**src/rtl/flasher_pkg.sv**
```systemverilog
// Shared types, defaults and the state-to-direction helper for the bound-flasher controller.
package flasher_pkg;

  // Counter command; the encodings are fixed by the counter this block drives.
  typedef enum logic [1:0] {
    DECREASE = 2'b00,
    INCREASE = 2'b01,
    PASS     = 2'b11
  } led_bhv_t;

  typedef enum logic [2:0] {
    StIdle    = 3'd0,
    StUpLo    = 3'd1,
    StDnZero  = 3'd2,
    StUpHi    = 3'd3,
    StDnLo    = 3'd4,
    StUpTop   = 3'd5,
    StDownEnd = 3'd6
  } flasher_state_t;

  localparam int unsigned LedNumberDefault = 16;
  localparam int unsigned KickLoDefault    = 6;
  localparam int unsigned KickHiDefault    = 11;

  // Direction the counter must move while the FSM sits in state s.
  function automatic led_bhv_t state_dir(flasher_state_t s);
    led_bhv_t dir;
    case (s)
      StUpLo, StUpHi, StUpTop:      dir = INCREASE;
      StDnZero, StDnLo, StDownEnd:  dir = DECREASE;
      default:                      dir = PASS;
    endcase
    return dir;
  endfunction

endpackage

```
**src/rtl/flasher_ctrl_if.sv**
```systemverilog
// Signals between the flasher controller, the LED counter and the board lamps.
interface flasher_ctrl_if
  import flasher_pkg::*;
#(
  parameter int unsigned LED_NUMBER = LedNumberDefault
);
  localparam int unsigned CntW = $clog2(LED_NUMBER) + 1;

  logic                  flick;
  logic [CntW-1:0]       count;
  led_bhv_t              led_bhv;
  logic [LED_NUMBER-1:0] lamp;
  logic                  done;

  // master: the controller. slave: counter/user side.
  modport master (input flick, input count, output led_bhv, output lamp, output done);
  modport slave  (output flick, output count, input led_bhv, input lamp, input done);
endinterface

```
**src/rtl/flasher_ctrl_lamp_therm_dec.sv**
```systemverilog
// Count to thermometer-code lamp decoder: lamp_o[i] is lit while count_i > i.
module lamp_therm_dec #(
  parameter int unsigned LED_NUMBER = 16,
  localparam int unsigned CntW = $clog2(LED_NUMBER) + 1
) (
  input  logic [CntW-1:0]       count_i,
  output logic [LED_NUMBER-1:0] lamp_o
);

  // One comparator per lamp.
  always_comb begin
    lamp_o = '0;
    for (int unsigned i = 0; i < LED_NUMBER; i++) begin
      lamp_o[i] = (32'(count_i) > i);
    end
  end

endmodule

```
**src/rtl/flasher_ctrl.sv**
```systemverilog
// Bound-flasher sequence controller: walks 0->6->0->11->6->16->0 with flick kickbacks,
// commanding the shared LED counter and decoding its count onto the lamp bar.
module flasher_ctrl
  import flasher_pkg::*;
#(
  parameter int unsigned LED_NUMBER = LedNumberDefault,
  parameter int unsigned KICK_LO    = KickLoDefault,
  parameter int unsigned KICK_HI    = KickHiDefault
) (
  input logic            div_clk,
  input logic            rst,
  flasher_ctrl_if.master bus
);

  localparam int unsigned LED_NUMBER_W = $clog2(LED_NUMBER);
  localparam int unsigned CntW         = LED_NUMBER_W + 1;

  localparam logic [CntW-1:0] KickLoC = CntW'(KICK_LO);
  localparam logic [CntW-1:0] KickHiC = CntW'(KICK_HI);
  localparam logic [CntW-1:0] TopC    = CntW'(LED_NUMBER);

  flasher_state_t state_q, state_d;
  logic           done_q, done_d;
  logic [CntW-1:0] cnt;

  assign cnt = bus.count;

  // State and done pulse registers.
  always_ff @(posedge div_clk) begin
    if (rst) begin
      state_q <= StIdle;
      done_q  <= 1'b0;
    end else begin
      state_q <= state_d;
      done_q  <= done_d;
    end
  end

  // Next state; led_bhv follows the next state so each peak/valley lasts one cycle.
  always_comb begin
    state_d     = state_q;
    done_d      = 1'b0;
    bus.led_bhv = PASS;
    case (state_q)
      StIdle: begin
        if (bus.flick) state_d = StUpLo;
      end
      StUpLo: begin
        if (cnt >= KickLoC) state_d = StDnZero;
      end
      StDnZero: begin
        if (cnt == '0) state_d = StUpHi;
      end
      StUpHi: begin
        if (bus.flick && (cnt == KickLoC || cnt >= KickHiC)) state_d = StDnZero;
        else if (cnt >= KickHiC)                             state_d = StDnLo;
      end
      StDnLo: begin
        if (cnt <= KickLoC) state_d = StUpTop;
      end
      StUpTop: begin
        if (bus.flick && (cnt == KickHiC || cnt >= TopC)) state_d = StDnLo;
        else if (cnt >= TopC)                             state_d = StDownEnd;
      end
      StDownEnd: begin
        if (cnt == '0) begin
          state_d = StIdle;
          done_d  = 1'b1;
        end
      end
      default: state_d = StIdle;
    endcase
    bus.led_bhv = rst ? PASS : state_dir(state_d);
  end

  assign bus.done = done_q;

  lamp_therm_dec #(
    .LED_NUMBER(LED_NUMBER)
  ) u_lamp_dec (
    .count_i(cnt),
    .lamp_o (bus.lamp)
  );

endmodule

```
**src/flat_wrapper.sv**
```systemverilog
// flat-port wrapper written by rule: the top's interface ports become plain ports
module flasher_ctrl_flat import flasher_pkg::*;
#(
  parameter int unsigned LED_NUMBER = LedNumberDefault,
  parameter int unsigned KICK_LO    = KickLoDefault,
  parameter int unsigned KICK_HI    = KickHiDefault
)
  (div_clk, rst, bus_flick, bus_count, bus_led_bhv, bus_lamp, bus_done);
  flasher_ctrl_if #(.LED_NUMBER(LED_NUMBER)) bus_i ();
  input logic div_clk;
  input logic rst;
  input wire logic [$bits(bus_i.flick)-1:0] bus_flick;
  input wire logic [$bits(bus_i.count)-1:0] bus_count;
  output wire logic [$bits(bus_i.led_bhv)-1:0] bus_led_bhv;
  output wire logic [$bits(bus_i.lamp)-1:0] bus_lamp;
  output wire logic [$bits(bus_i.done)-1:0] bus_done;
  assign bus_i.flick = bus_flick;
  assign bus_i.count = bus_count;
  assign bus_led_bhv = bus_i.led_bhv;
  assign bus_lamp = bus_i.lamp;
  assign bus_done = bus_i.done;
  flasher_ctrl #(.LED_NUMBER(LED_NUMBER), .KICK_LO(KICK_LO), .KICK_HI(KICK_HI)) u_core (.div_clk(div_clk), .rst(rst), .bus(bus_i));
endmodule
```
**config.mk**
```make
export PLATFORM = sky130hd
export DESIGN_NAME = flasher_ctrl_flat
export DESIGN_NICKNAME = d
export VERILOG_FILES = /design/src/rtl/flasher_pkg.sv /design/src/rtl/flasher_ctrl_if.sv /design/src/rtl/flasher_ctrl_lamp_therm_dec.sv /design/src/rtl/flasher_ctrl.sv /design/src/flat_wrapper.sv
export SDC_FILE = /design/constraint.sdc
export NUM_CORES = 1
export LEC_CHECK = 0
export ABC_CLOCK_PERIOD_IN_PS = 1950
export CAP_MARGIN = 20
export CORE_UTILIZATION = 38
export DETAILED_ROUTE_END_ITERATION = 10
export PLACE_DENSITY = 0.74
export SETUP_SLACK_MARGIN = 0.1
export SLEW_MARGIN = 20
export SYNTH_ARGS = -nofsm -noshare
export SYNTH_HDL_FRONTEND = slang
export SYNTH_SLANG_ARGS = --single-unit
```
**constraint.sdc**
```tcl
create_clock -name div_clk -period 1.95 [get_ports div_clk]
set_input_delay 0.2925 -clock div_clk [delete_from_list [all_inputs] [get_ports div_clk]]
set_output_delay 0.2925 -clock div_clk [all_outputs]
set_load 0.01 [all_outputs]
```
==> run_results.csv, run 1 <==
group,metric,value,unit
run_status,status,"finished, violations left",
run_status,violations,"setup timing",
final_layout,layout.cells.non_filler,136,
place,dp.cells,130,
routing,drcViolationCount,0,
routing,drtIter0Drc,30,
synthesis,synth_warnings,0,
worst_hold_path,hp-class,"reg2reg",
synthesis,avgSynthCellArea,7.264,sq um
sta,min_period,2107,ps
global_route,track_usage,0.2473,
place,port_buffers,26,
global_route,grt_pass1_vias,598,
setup_path,path_max_fanout,5,
synthesis,syn-cell-area,523.0,sq um
sta,hold_viol_final,0,
synthesis,seq_area_frac_synth,0.1531,
final_layout,fin_nets,131,
sta,fin_tns_setup,-240.3,ps
place,dp_hpwl,1.346,mm
clock_tree,clockRootBuffer,"clkbuf_4",
synthesis,synth_seq_cells,4,
sta,slew_headroom,0.7662,
setup_path,cp-start-kind,"flip-flop",
final_layout,layout-drive-gt1-share,0.4876,
die,start_util,0.4070,
synthesis,ys_types,42,
clock_tree,clockBufferDepth,2,
final_layout,final_area,1020,sq um
routing,num_vias,786,
power_and_ir_drop,leakagePower,0.4444,nW
sta,fmax,474.6,MHz
final_layout,area_delta_synth_final,94.98,%
final_layout,diodes,0,
sta,maxSlewViolCount,0,
setup_path,critPathMaxStageDelay,360,ps
power_and_ir_drop,power_density,404.0,nW/um^2
routing,viasPerCell,5.779,
sta,rsz0062_at_grt,"true",
place,place_congestion,0.8625,
power_and_ir_drop,ir_worst_vdd,0.2386,mV
clock_tree,cts_tree,"built",
sta,worst_slew_pin_slew,349.1,ps
die,die_h,39.10,microns
clock_tree,htreeDepth,1,
clock_tree,hold_buffers,0,
setup_path,crit_chain,"and3b_2 > o31ai_2 > o2bb2ai_1 > a311o_1 > buf_6 > o31ai_4 > buf_2",
synthesis,syn_nets,80,
routing,postRouteAntennaNets,0,
sta,holdWs,580.0,ps
die,core_area,1285,sq um
die,rows,13,
place,placed_cell_area,958.4,sq um
synthesis,syn_inst,72,
sta,setup-violations-final,2,
clock_tree,cts_sinks,4,
setup_path,worst_setup_path_end_kind,"output pin",
die,fp.dieArea,1529,sq um
clock_tree,clock_latency,250,ps
global_route,overflow,0,
synthesis,async_flop_share,0,
sta,period_share,1.081,
routing,avgRoutedWirePerCell,14.50,microns
clock_tree,cts-buffers-inserted,3,
synthesis,synth_top_flop_cell,"dfxtp_1",
setup_path,cp_data_required_time,1660,ps
setup_path,crit_type,"reg2out",
die,io_pins,27,
routing,finalWirelength,1.972,mm
sta,layout_setup_ws,-157.0,ps
setup_path,cpMaxStageDelayCell,"dfxtp_4",
routing,dr.pass1.iters,4,
final_layout,layout_commonest_cell,"buf_4",
final_layout,final_cell_mix,"buf_4, clkdlybuf4s50_1, buf_2, nand2_1",
place,dp_slack,-906.3,ps
global_route,grt_max_degree,9,
run,cap_violations,0,
synthesis,synth_enable_flop_cells,0,
die,die_x,39.10,microns
global_route,grt_pass1_wl,2.559,mm
clock_tree,clk_pin_slew,40,ps
sta,finClkSkew,2.295,ps
global_route,antenna_found_initial,0,
setup_path,worstPathArrival,1810,ps
## power breakdown
part	internal, mW	switching, mW
registers	0.0856	0.00728
logic	0.112	0.0944
clock network	0.0695	0.0433
total	0.267	0.145
## kinds of logic after synthesis
logic type,share of synthesized area
AND/OR/NAND/NOR,0.3421
buffers and inverters,0.1220
flip-flops,0.1531
AO/OA/AOI/OAI,0.3828
## flip-flops by register name, summed over array words and instances, names as in the netlist
name / cells
u_core.bus.done: 1
u_core.state_q: 3
## synth_stat cells, types with 2 or more instances
library cell / instances / area [sq um]
or3_1: 2 / 12.51
o21ai_0: 2 / 10.01
nor2_1: 5 / 18.77
o31ai_1: 2 / 15.01
nand2b_1: 3 / 18.77
a21oi_1: 3 / 15.01
or2_2: 2 / 12.51
nand2_1: 5 / 18.77
inv_1: 5 / 18.77
and2_1: 2 / 12.51
clkbuf_1: 3 / 11.26
a31o_2: 3 / 26.28
dfxtp_1: 4 / 80.08
buf_2: 3 / 15.01
## metal layers
metal | vias to the layer above | routed length (microns) | track usage
li1 | 366 | - | -
met1 | 375 | 860 | 0.3493
met2 | 43 | 917 | 0.3917
met3 | 2 | 182 | 0.03468
met4 | 0 | 11 | 0.05172
met5 | - | 0 | 0
## final cells by class
type	instances	area [sq um]
sequential	4	85.08
inverter	5	18.77
fill	93	265.3
timing repair buffer	54	450.4
clock buffer	3	22.52
tap	15	18.77
multi-input combinational	55	424.2
## critical path, delay by kind of cell (launching register included)
kind	cells	cell delay, ps
compound gates	4	670
flops	1	360
buf+inv	2	300
simple gates	1	230
## timing repair
item                                    in CTS  in global routing
buffers inserted                             2                  1
endpoints found under the setup margin      18                  3
pin swaps                                   11                  2
resized for setup                           49                  4
## per-stage QoR
stage,total power [mW],util
after floorplan,0.1846,-
after CTS,0.4033,0.7780
after global routing,0.4283,0.7936
after global placement,0.2851,0.7459
final,0.4120,0.7936
after detailed placement,0.2878,0.7459
## path summary, 6_finish.rpt
path | start | end | slack [ps] | cells after the start
setup / recovery | u_core.state_q[2]$_SDFF_PP0_ | bus_led_bhv[1] | -160 | 7
hold / removal | u_core.state_q[2]$_SDFF_PP0_ | u_core.bus.done$_SDFF_PP0_ | 580 | 1
setup reg to reg | u_core.state_q[2]$_SDFF_PP0_ | u_core.state_q[0]$_SDFF_PP0_ | 430 | 6
hold reg to reg | u_core.state_q[2]$_SDFF_PP0_ | u_core.bus.done$_SDFF_PP0_ | 580 | 1
Note: power is estimated with default switching activity, not from simulation.
==> run 2, diff against run 1 <==
--- a/config.mk
+++ b/config.mk
@@ -7,6 +7,7 @@
 export LEC_CHECK = 0
 export ABC_CLOCK_PERIOD_IN_PS = 1950
 export CAP_MARGIN = 20
+export CORE_MARGIN = 1.5
 export CORE_UTILIZATION = 38
 export DETAILED_ROUTE_END_ITERATION = 10
 export PLACE_DENSITY = 0.74
==> run_results.csv, run 2 (synthesized netlist as in run 1, its figures left out) <==
group,metric,value,unit
global_route,grt_pass1_wl,2.829,mm
place,place_congestion,0.8896,
routing,postRouteAntennaNets,0,
sta,layout_setup_ws,-113.2,ps
final_layout,utilization,0.8500,
routing,viasPerCell,5.600,
sta,hold_viol_final,0,
die,die_x,40.10,microns
final_layout,fin_nets,140,
final_layout,area_delta_synth_final,108.9,%
die,core_area,1285,sq um
setup_path,crit_type,"reg2out",
final_layout,diodes,0,
final_layout,layout-drive-gt1-share,0.5615,
routing,avgRoutedWirePerCell,15.11,microns
run_status,violations,"setup timing",
clock_tree,cts_sinks,4,
power_and_ir_drop,ir_worst_vdd,0.3774,mV
sta,finClkSkew,1.871,ps
die,die_h,40.10,microns
run,cap_violations,0,
power_and_ir_drop,power_density,381.6,nW/um^2
routing,finalWirelength,2.191,mm
clock_tree,htreeDepth,1,
run_status,status,"finished, violations left",
routing,num_vias,812,
die,io_pins,27,
final_layout,layout_commonest_cell,"buf_4",
worst_hold_path,hp-class,"reg2reg",
setup_path,path_max_fanout,5,
global_route,grt_pass1_vias,649,
routing,dr.pass1.iters,4,
setup_path,worst_setup_path_end_kind,"output pin",
sta,setup-violations-final,2,
die,rows,13,
final_layout,largest_reg_flops,3,
global_route,track_usage,0.2597,
power_and_ir_drop,leakagePower,0.4872,nW
place,dp_hpwl,1.430,mm
sta,maxSlewViolCount,0,
clock_tree,clock_latency,230,ps
setup_path,cp_data_required_time,1660,ps
sta,slew_headroom,0.7943,
clock_tree,hold_buffers,0,
routing,drtIter0Drc,23,
clock_tree,clk_pin_slew,30,ps
sta,worst_slew_pin_slew,307.1,ps
place,port_buffers,26,
global_route,grt_max_degree,9,
sta,min_period,2063,ps
sta,rsz0062_at_grt,"true",
global_route,antenna_found_initial,0,
sta,holdWs,691.7,ps
final_layout,top_register,"u_core.state_q",
place,dp.cells,137,
sta,fmax,484.7,MHz
sta,period_share,1.058,
routing,drcViolationCount,0,
clock_tree,clockRootBuffer,"clkbuf_4",
clock_tree,clockBufferDepth,2,
die,fp.dieArea,1608,sq um
setup_path,worstPathArrival,1770,ps
die,start_util,0.4070,
setup_path,cp-start-kind,"flip-flop",
final_layout,layout.cells.non_filler,145,
clock_tree,cts-buffers-inserted,3,
global_route,overflow,0,
final_layout,final_cell_mix,"buf_4, clkdlybuf4s50_1, buf_2, nand2_1, nor2_1",
clock_tree,cts_tree,"built",
-- run 2: changes by cell type in the layout (fill, tap and decap cells not counted), sizes merged --
cell and change:
clkdlybuf4s50 -1, clkdlybuf4s15 -2, dlymetal6s2s +1, clkbuf +1, buf +10
-- run 2: final timing paths --
check	startpoint	endpoint	slack [ps]	depth (start not counted)
worst max-delay path	u_core.state_q[2]$_SDFF_PP0_	bus_led_bhv[1]	-110	7
worst min-delay path	u_core.state_q[2]$_SDFF_PP0_	u_core.bus.done$_SDFF_PP0_	690	2
worst max register to register	u_core.state_q[0]$_SDFF_PP0_	u_core.state_q[0]$_SDFF_PP0_	510	5
worst min register to register	u_core.state_q[2]$_SDFF_PP0_	u_core.bus.done$_SDFF_PP0_	690	2
-- run 2: through the flow --
stage	worst slack, ps	area (sq um)	TNS [ps]	power (mW)
finish	-113.2	1092	-213.2	0.4168
global route	-195.9	1092	-389.4	0.4474
CTS	-111.0	1067	-203.7	0.4093
detailed placement	-897.1	1011	-6052	0.3038
global placement	-867.6	1011	-5626	0.2980
floorplan	72.80	536.8	0	0.1846
-- run 2: report_power, final --
group	switching (mW)	leakage (nW)	internal, mW
Sequential	0.00629	0.0347	0.0855
Combinational	0.103	0.439	0.123
Clock	0.0306	0.0138	0.0686
-- run 2: routing by layer --
metal | GRT usage | share of wire | wire, microns | vias to the layer above
met2 | 0.4435 | 0.51 | 1118 | 39
met1 | 0.3333 | 0.41 | 908 | 388
li1 | - | - | - | 383
met4 | 0 | 0.0096 | 21 | 0
met3 | 0.08333 | 0.065 | 143 | 2
met5 | 0 | 0 | 0 | -
-- run 2: worst max-delay path, stage by stage, from the launching register on --
cell and delay, ps:
dfxtp_4 360, buf_4 110, buf_4 90, nor2_1 30, o221a_1 260, or3_4 360
o31ai_4 170, buf_2 160
-- run 2: area by class of cell --
type	instances	area (sq um)
clock buffer	3	22.52
fill	77	192.7
inverter	5	18.77
multi-input combinational	55	440.4
sequential	4	91.34
tap	15	18.77
timing repair buffer	63	500.5
-- run 2: repair_timing --
item	in CTS	in global routing
pin swaps	8	3
gates cloned	0	0
gates resized for setup	51	9
buffers inserted	3	2
hold endpoints to repair	0	0
endpoints found under the setup margin	18	5
